### config.mk
export PLATFORM = sky130hd
export DESIGN_NAME = mac_row_ctrl
export DESIGN_NICKNAME = d
export VERILOG_FILES = /design/src/rtl/mac_row_ctrl.sv
export SDC_FILE = /design/constraint.sdc
export NUM_CORES = 1
export LEC_CHECK = 0
export CAP_MARGIN = 20
export CORE_MARGIN = 2
export CORE_UTILIZATION = 40
export DETAILED_ROUTE_END_ITERATION = 8
export GPL_ROUTABILITY_DRIVEN = 0
export PLACE_DENSITY = 0.72
export SKIP_LAST_GASP = 1
export SLEW_MARGIN = 10
export SYNTH_ARGS = -nofsm -noshare
export SYNTH_HDL_FRONTEND = slang
export SYNTH_SLANG_ARGS = --single-unit
### constraint.sdc
create_clock -name clk -period 5.8 [get_ports clk]
set_input_delay 1.74 -clock clk [delete_from_list [all_inputs] [get_ports clk]]
set_output_delay 1.74 -clock clk [all_outputs]
set_load 0.01 [all_outputs]
### src/rtl/mac_row_ctrl.sv
// Sequencer for one systolic MAC row: loads per-column weights, streams activations,
// and tracks each fired activation through the row to flag per-column valid results.
module mac_row_ctrl #(
    parameter int unsigned DW      = 8,
    parameter int unsigned WW      = 8,
    parameter int unsigned COLUMN  = 6,
    parameter int unsigned MAC_LAT = 1,
    parameter int unsigned LEN_W   = 16
) (
    input  logic                  clk,
    input  logic                  rst,
    input  logic                  start,
    input  logic [LEN_W-1:0]      cfg_len,
    input  logic                  cfg_reuse_w,
    input  logic                  w_valid,
    output logic                  w_ready,
    input  logic [WW-1:0]         w_data,
    input  logic                  x_valid,
    output logic                  x_ready,
    input  logic [DW-1:0]         x_data,
    output logic [DW-1:0]         row_xi,
    output logic [COLUMN*WW-1:0]  row_wi,
    output logic [COLUMN-1:0]     row_w_en,
    output logic [COLUMN-1:0]     co_valid,
    output logic                  busy,
    output logic                  done
);

    localparam int unsigned SR_D = COLUMN + MAC_LAT;
    localparam int unsigned WCW  = $clog2(COLUMN);

    localparam logic [2:0] IDLE   = 3'd0;
    localparam logic [2:0] LOAD_W = 3'd1;
    localparam logic [2:0] STREAM = 3'd2;
    localparam logic [2:0] DRAIN  = 3'd3;
    localparam logic [2:0] DONE   = 3'd4;

    logic [2:0]        state_q, state_d;
    logic [LEN_W-1:0]  len_q, len_d;
    logic [LEN_W-1:0]  xcnt_q, xcnt_d;
    logic [WCW-1:0]    wcnt_q, wcnt_d;
    logic [SR_D-1:1]   taps_q;
    logic [SR_D-2:0]   taps_d;
    logic [SR_D-1:0]   fire_sr;
    logic [COLUMN-1:0] w_onehot;
    logic              w_fire;
    logic              x_fire;

    assign w_ready  = (state_q == LOAD_W);
    // A zero-length reuse job passes through STREAM without ever accepting data.
    assign x_ready  = (state_q == STREAM) && (len_q != '0);
    assign w_fire   = w_ready & w_valid;
    assign x_fire   = x_ready & x_valid;
    assign busy     = (state_q != IDLE);
    assign done     = (state_q == DONE);

    assign w_onehot = COLUMN'(1) << wcnt_q;
    assign row_w_en = w_fire ? w_onehot : '0;
    assign row_wi   = w_ready ? {COLUMN{w_data}} : '0;
    assign row_xi   = x_fire ? x_data : '0;

    // Tap 0 is the live fire; taps 1.. are registered copies of it.
    assign fire_sr  = {taps_q, x_fire};
    assign taps_d   = fire_sr[SR_D-2:0];

    for (genvar i = 0; i < COLUMN; i++) begin : g_co_valid
        assign co_valid[i] = fire_sr[i+MAC_LAT];
    end

    always_comb begin
        state_d = state_q;
        len_d   = len_q;
        wcnt_d  = wcnt_q;
        xcnt_d  = xcnt_q;
        case (state_q)
            IDLE: begin
                if (start) begin
                    len_d   = cfg_len;
                    wcnt_d  = '0;
                    xcnt_d  = '0;
                    state_d = cfg_reuse_w ? STREAM : LOAD_W;
                end
            end
            LOAD_W: begin
                if (w_fire) begin
                    if (wcnt_q == WCW'(COLUMN - 1)) begin
                        wcnt_d  = '0;
                        state_d = (len_q == '0) ? DONE : STREAM;
                    end else begin
                        wcnt_d = wcnt_q + WCW'(1);
                    end
                end
            end
            STREAM: begin
                if (len_q == '0) begin
                    state_d = DONE;
                end else if (x_fire) begin
                    if (xcnt_q + LEN_W'(1) == len_q) begin
                        xcnt_d  = '0;
                        state_d = DRAIN;
                    end else begin
                        xcnt_d = xcnt_q + LEN_W'(1);
                    end
                end
            end
            DRAIN: begin
                // Leave as soon as the last result has shifted out of the row.
                if (taps_d == '0) begin
                    state_d = DONE;
                end
            end
            DONE:    state_d = IDLE;
            default: state_d = IDLE;
        endcase
    end

    always_ff @(posedge clk or posedge rst) begin
        if (rst) begin
            state_q <= IDLE;
            len_q   <= '0;
            xcnt_q  <= '0;
            wcnt_q  <= '0;
            taps_q  <= '0;
        end else begin
            state_q <= state_d;
            len_q   <= len_d;
            xcnt_q  <= xcnt_d;
            wcnt_q  <= wcnt_d;
            taps_q  <= taps_d;
        end
    end

endmodule

# After elaboration in Yosys (flattened, before gate mapping)
# Cells that the tools add are included.
word_totals:
  register_bits: 44
  out_inout_bits: 72
  wordCells: 58
classes:
  n_addsub: 2
  n_eq_ne: 14
  shift: 1
  muxes: 22
  bitwise_logic: 2
  reduce_logical: 12
op_table:
  columns: ["op", "n"]
  rows:
  - ["$mux 16", 4]
  - ["$mux 48", 1]
  - ["$mux 3", 11]
  - ["$pmux 16 s2", 1]
  - ["$add 16x1->16 const B", 1]
  - ["$eq 16x16->1", 1]
  - ["$logic_not 16->1", 1]
  - ["$reduce_bool 16->1", 1]
  - ["$pmux 3 s4", 1]
  - ["$mux 8", 1]
  - ["$ne 2x2->1 const B", 4]
  - ["$eq 3x2->1 const B", 2]
  - ["$eq 3x3->1 const B", 2]
  - ["$logic_not 6->1", 1]
  - ["$mux 6", 1]
  - ["$pmux 3 s2", 1]
  - ["$reduce_and 6->1", 1]
  - ["$shl 1x3->6 const A", 1]
  - ["$ne 2x1->1 const B", 2]
  - ["$reduce_and 4->1", 1]
  - ["$reduce_bool 2->1", 2]
  - ["$add 3x1->3 const B", 1]
  - ["$eq 3x1->1 const B", 1]
  - ["$logic_not 3->1", 1]
  - ["8 further kinds", 9]

# Depth between registers and ports, before layout
logic_depth:
  ltp_word: 6
  mapped_depth: 10
  depth_no_buf: 10

# Worst setup path before layout
# OpenSTA, ideal clock, no wires.
synth_path:
  path_kind: "in2out"
  startpoint: "in x_valid"
  endpoint: "out row_xi[0]"
  arrival_ps: 2455
  path_slack_ps: 1605
  path_stages: 4
  n_path_buf: 1
  cell_sequence: "nand2_1 > inv_1 > clkbuf_1 > and2_1"
synth_via:
  elab_chain_len: 2
synth_lines:
  columns: ["element", "line", "rtl"]
  rows:
  - ["from (decl)", "18", "input logic x_valid,"]
  - ["$and 1x1->1", "53", "assign x_fire = x_ready & x_valid;"]
  - ["$mux 8", "60", "assign row_xi = x_fire ? x_data : '0;"]
  - ["to (decl)", "21", "output logic [DW-1:0] row_xi,"]
# No other way between the ends.

# Final worst setup path
layout_path:
  startpoint: "in x_valid"
  endpoint: "out row_xi[3]"
# The elaborated chain is that of the path after synthesis.

==> results.md <==
* Initial antenna violation count at 0
* Vias in the first global route at 2425
* Area of the core at 7810 um2
* Total grt overflow at 0
* Mux cell area share after synthesis at 5.53%
* # placed instances at 501
* FMAX at 0.191 GHz
* CTS tree: yes
* Worst path slowest cell: clkdlybuf4s50_1
* Synth warn at 0
* Final Max Slew Viols at 0
* Clk_skew at 0.00797 ns
* Vias per std cell at 5.23
* Max IR drop VDD at 0.151 mV
* EDFF count, synth at 0
* Die ar. at 8880 um2
* Comb pwr share at 51.2%
* WP buf/inv at 3
* Seq/Total Area, Yosys at 33.8%
* Most frequent cells after synthesis: 45 x buf_4, 44 x dfrtp_1, 26 x nand2_1
* Total net switching power at 629 uW
* Synthesized flop and latch total at 44
* RSZ-0062 raised after global routing: false
* DR WL/cell at 14.8 um
* Synth unique cells at 68
* GRT Total Usage at 17.3%
* Hold Vio Cnt, Final at 0
* Ys async rst share at 100%
* Worst path max stage delay at 0.54 ns
* Worst setup SP type: input port
* Xor/xnor share of the synthesized area at 7.26%
* P&R area growth vs syn at 28.0%
* Global-route wire length before repair at 12200 um
* Power Dens Cells at 377 nW/um2
* Post-Route WL at 7530 um
* Worst-path cell chain: clkdlybuf4s50_1 > nand2_1 > inv_1 > and2_1 > clkdlybuf4s50_1
* Seq pwr share at 35.9%
* CP required at 4.06 ns
* PostCTS Resize Cnt at 0
* Final design utilization at 53.4%
* Diode count at 0
* Cell Area, Placed at 4070 um2
* Post-route ant nets at 0
* Worst Hold Class: flip-flop to flip-flop
* Synth Net Count at 387
* Mapped Area at 3260 um2
* # DRC at 0
* Rel. slew slack at 34.1%
* Synth Area in Adders at 1.08%
* Detailed Routing Iterations Pass 1 at 4
* Multi-input logic area at 1700 um2
* Iteration-0 DRC Markers at 132
* Most common cell in the netlist: buf_4
* Compound-cell area share of the yosys netlist at 11.4%
* IO Count at 110
* Num CTS Buffers at 5
* Max_cap viols at 0
* Max H-tree Level at 2
* Root Buffer: clkbuf_8
* Setup bufs post-CTS at 0
* Clk slew on worst S/H paths at 0.08 ns
* Area share of the largest cell type after synthesis at 33.8%
* Most area-consuming cells after synthesis: dfrtp_1 34%, buf_4 10%, mux2_2 5.5%
* IO Port Bufs at 109
* Clock share of power at 12.9%
* Post-synth top flop: dfrtp_1
* Design area at 4170 um2
* Share of cells above drive strength 1 at 13.3%
* CP Max Fanout at 16
* Final-stage net count at 446
* Sw Share at 40.0%
* Largest family of logic cells by synthesized area: simple AND/OR/NAND/NOR gates
* Fin cells at 509
* Die Ht at 94.2 um
* CTS max path bufs at 2
* Cells after Synth at 347
* Worst-Skew Late Latency at 0.30 ns
* Slew @ Worst Pin at 0.987 ns
* Register area at 1100 um2
* Vias at 2663
* CTS sink count at 44
* Post-Synth Simple-Gate Area at 26.9%
* Syn Area/Cell at 9.38 um2
* Worst path most repeated cell: clkdlybuf4s50_1
* Endpoint type of the worst setup path: primary output
* Pint at 943 uW
* Die Width at 94.2 um
* TNS Setup at 0 ns
* Fin crit share at 90.4%
* Row count at 32
* CP Class: input port to primary output
* Largest net degree at the start of global routing at 45
* Starting Density at 41.7%
* Crit path DAT at 3.50 ns
* CP top delay family: buffers and inverters
* Largest area contributor in the netlist: dfrtp_1
* Detailed placement HPWL at 5750 um
* Outcome: complete, no violations
* Static Leak at 0.00164 uW
* Filler cells at 704
* Endpoints failing setup at 0
* Minimum clock period at 5.24 ns
* CTS Hold Bufs at 0
-- power by group through the flow --
stage	logic [uW]	clock network, uW	registers, uW
floorplan	597	0	506
global placement	797	0	567
detailed placement	811	0	568
CTS	814	208	562
global route	885	220	584
finish	805	202	565
-- cells in the final DEF, fill, tap and decap left out, types with 2 or more instances in the layout --
cell type        instances
and4_1                   4
nor2_1                  16
a211oi_1                 2
xnor2_1                 15
clkbuf_8                 6
nand4_4                  2
nor4b_1                  2
nand3_1                 17
xor2_1                  12
mux2_2                  16
nand2_1                 26
clkdlybuf4s50_1        109
o211ai_1                 3
a2111oi_4                2
and2_1                  18
o21ai_0                  5
buf_4                    3
nor4_1                   7
inv_1                    9
and3_1                   2
nor2b_1                  6
nor3b_1                  2
ha_1                     2
or2_2                    2
nor3_1                   7
nand3b_1                 2
dfrtp_1                 44
nand2b_1                 4
a21oi_1                  7
nand4_1                  6
o22ai_1                  4
nor2_2                  10
-- cell type report --
type | count | share of cell area (%)
repair buffers | 112 | 26.7
clock buffers | 7 | 2.07
well taps | 102 | 3.06
multi-input cells | 234 | 40.7
clock inverters | 1 | 0.180
flip-flops and latches | 44 | 26.4
inverters | 9 | 0.811
-- routing by layer --
layer  vias up  routed length, um  global-route usage (%)
met4         0                 91                    4.35
met3         7                583                    3.77
li1       1297                  -                       -
met5         -                  0                       0
met1      1247               3230                    22.4
met2       112               3620                    29.2
-- registers in the layout, summed over array words and instances (netlist names) --
signal / count
len_q: 16
state_q: 3
wcnt_q: 3
co_valid: 6
xcnt_q: 16
-- cell families after synthesis --
family | Yosys count
buffers and inverters | 69
AND/OR/NAND/NOR | 144
AO/OA/AOI/OAI | 44
adder cells (fa/ha/maj) | 3
XOR/XNOR | 27
multiplexers | 16
flip-flops | 44
-- worst paths after layout --
check                                       from                      to  slack, ns  cells after the start
max                                      x_valid               row_xi[3]       0.56                      5
min                        co_valid[2]$_DFF_PP0_   co_valid[3]$_DFF_PP0_       0.40                      0
max reg2reg                xcnt_q[0]$_DFFE_PP0P_  xcnt_q[13]$_DFFE_PP0P_       2.88                      8
min reg2reg                co_valid[2]$_DFF_PP0_   co_valid[3]$_DFF_PP0_       0.40                      0
max in group asynchronous                    rst    len_q[4]$_DFFE_PP0P_       3.54                      3
min in group asynchronous                    rst   co_valid[1]$_DFF_PP0_       1.88                      3
-- stage by stage --
stage,setup slack (ns),power (uW),hold WS (ns)
floorplan,1.61,1100,0.427
global placement,0.571,1360,0.384
detailed placement,0.513,1380,0.386
CTS,0.509,1580,0.405
global route,0.414,1690,0.413
finish,0.559,1570,0.402
Note: power is estimated with default switching activity, not from simulation.
==> patch: new RTL, same flow settings <==
Change the parameter `COLUMN` from 6 to 12.
--- a/src/rtl/mac_row_ctrl.sv
+++ b/src/rtl/mac_row_ctrl.sv
@@ -3,7 +3,7 @@
 module mac_row_ctrl #(
     parameter int unsigned DW      = 8,
     parameter int unsigned WW      = 8,
-    parameter int unsigned COLUMN  = 6,
+    parameter int unsigned COLUMN  = 12,
     parameter int unsigned MAC_LAT = 1,
     parameter int unsigned LEN_W   = 16
 ) (
Ports: changed (resized co_valid, row_w_en and row_wi); port bits go from 110 to 170. The function was not compared with the original's and may differ.
==> patch against the original RTL <==
- sequential cell count grew 7
- routed wire length grew 23%
- synthesized area grew 9.5%
- combinational power grew 14%
- power grew 9.0%
- worst setup slack gained 0.13 ns
- via count grew 12%
- cell area grew 15%
- critical path type unchanged
- critical endpoint is now row_w_en[4]
- largest power group unchanged
==> patch: results (changes against the original RTL) <==
[global_routing]
grt.total_usage_pct=18.68  ; +1.4 points
met2_usage_pct=32.50  ; +3.3 points
grt_use_met1_pct=23.80  ; +1.4 points
grt_pass1_wl_mm=14.93  ; +22%
met3_usage_pct=4.539  ; +0.77 points
grt_max_degree=52  ; +16%

[setup_path]
crit_path_max_fanout=5  ; -11
rr_endpoint=xcnt_q[8]
crit_path_start=w_valid
rrSetupSlack_ns=2.80  ; -0.08 ns

[drt]
wl_met2_mm=4.612  ; +27%
first_iter_violations=136  ; +3.0%
wl_met3_um=511  ; -12%
routed-via-count=2983  ; +12%
drt_wl_total_mm=9.266  ; +23%
drt-met1-wl_mm=4.025  ; +25%

[yosys]
synth-compound-area-share_pct=7.053  ; -4.3 points
yosysUniqueCellTypes=49  ; -28%
synthXorXnorAreaFrac_pct=7.860  ; +0.60 points
synth_fp_nets=463  ; +20%
yosys-top-cells-count=buf_4, nand2_1, dfrtp_1, nor2_1, xnor2_1
synthMuxAreaShare_pct=0.2807  ; -5.3 points
synthTopCellsByArea=dfrtp_1, buf_4, nand2_1
synth_fa_ha_area_share_pct=2.456  ; +1.4 points
yosysSeqAreaShare_pct=35.79  ; +2.0 points

[clocking]
clk_pin_slew_ns=0.10  ; +0.02 ns

[cells_and_area]
drive_above_1_share_pct=3.448  ; -9.8 points
nets=537  ; +20%

[placed_design]
post-dp-hpwl_mm=7.046  ; +23%
numPortBuffers=169  ; +55%

[timing]
tightestPinTransition_ns=0.6916  ; -0.2950 ns
finClkSkew_ns=0.006988  ; -0.0009842 ns
period_minus_slack_ns=5.112  ; -0.1291 ns

[power_and_ir_drop]
ir_worst_vdd_uv=186.0  ; +23%
switching_share_pct=40.62  ; +0.63 points
cellLeakagePower_nw=1.996  ; +22%

[min_path]
min_from=co_valid[6]

[outcome]
status=completed

-- patch: changes by cell type in the layout (fill, tap and decap cells not counted), moves of 7 or more --
cell	before	now
and3_1	2	15
xnor2_1	15	22
clkdlybuf4s50_1	109	169
dfrtp_1	44	51
nor2_2	10	0
mux2_2	16	0
nand2_1	26	66
nor2_1	16	26
-- patch: metrics by stage --
step                instance area (µm²)  std cells  power (W)
floorplan                          3566        418   0.001174
global placement                   4659        592   0.001495
detailed placement                 4659        592   0.001505
CTS                                4751        600   0.001724
global route                       4771        601   0.001824
finish                             4771        601   0.001713
-- patch: cell type report --
cell class | instances | area (µm²)
fillers | 793 | 3908
repair buffers | 170 | 1712
multi-input cells | 252 | 1511
flip-flops and latches | 51 | 1276
well taps | 108 | 135.1
clock buffers | 5 | 68.82
inverters | 12 | 45.04
clock inverters | 3 | 22.52
-- patch: power groups by stage --
stage | clock network, W | registers [W] | logic [W]
after floorplan | 0 | 0.000553 | 0.000621
after global placement | 0 | 0.000583 | 0.000912
after detailed placement | 0 | 0.000586 | 0.000919
after CTS | 0.000217 | 0.000580 | 0.000927
after global routing | 0.000228 | 0.000596 | 0.000999
final | 0.000211 | 0.000583 | 0.000919
-- patch: worst max-delay path, cell delays in order --
cell	delay, ns
clkdlybuf4s50_1	0.52
nand2_1	0.10
nor2_1	0.27
and3_1	0.20
clkdlybuf4s50_1	0.54
-- patch: worst max path at each step --
stage | end | slack (ns) | cells after the start
finish | row_w_en[4] | 0.69 | 5
global route | row_w_en[4] | 0.59 | 5
CTS | row_w_en[4] | 0.68 | 5
detailed placement | row_w_en[4] | 0.69 | 5
global placement | row_w_en[6] | 0.67 | 5
floorplan | row_wi[10] | 1.80 | 2
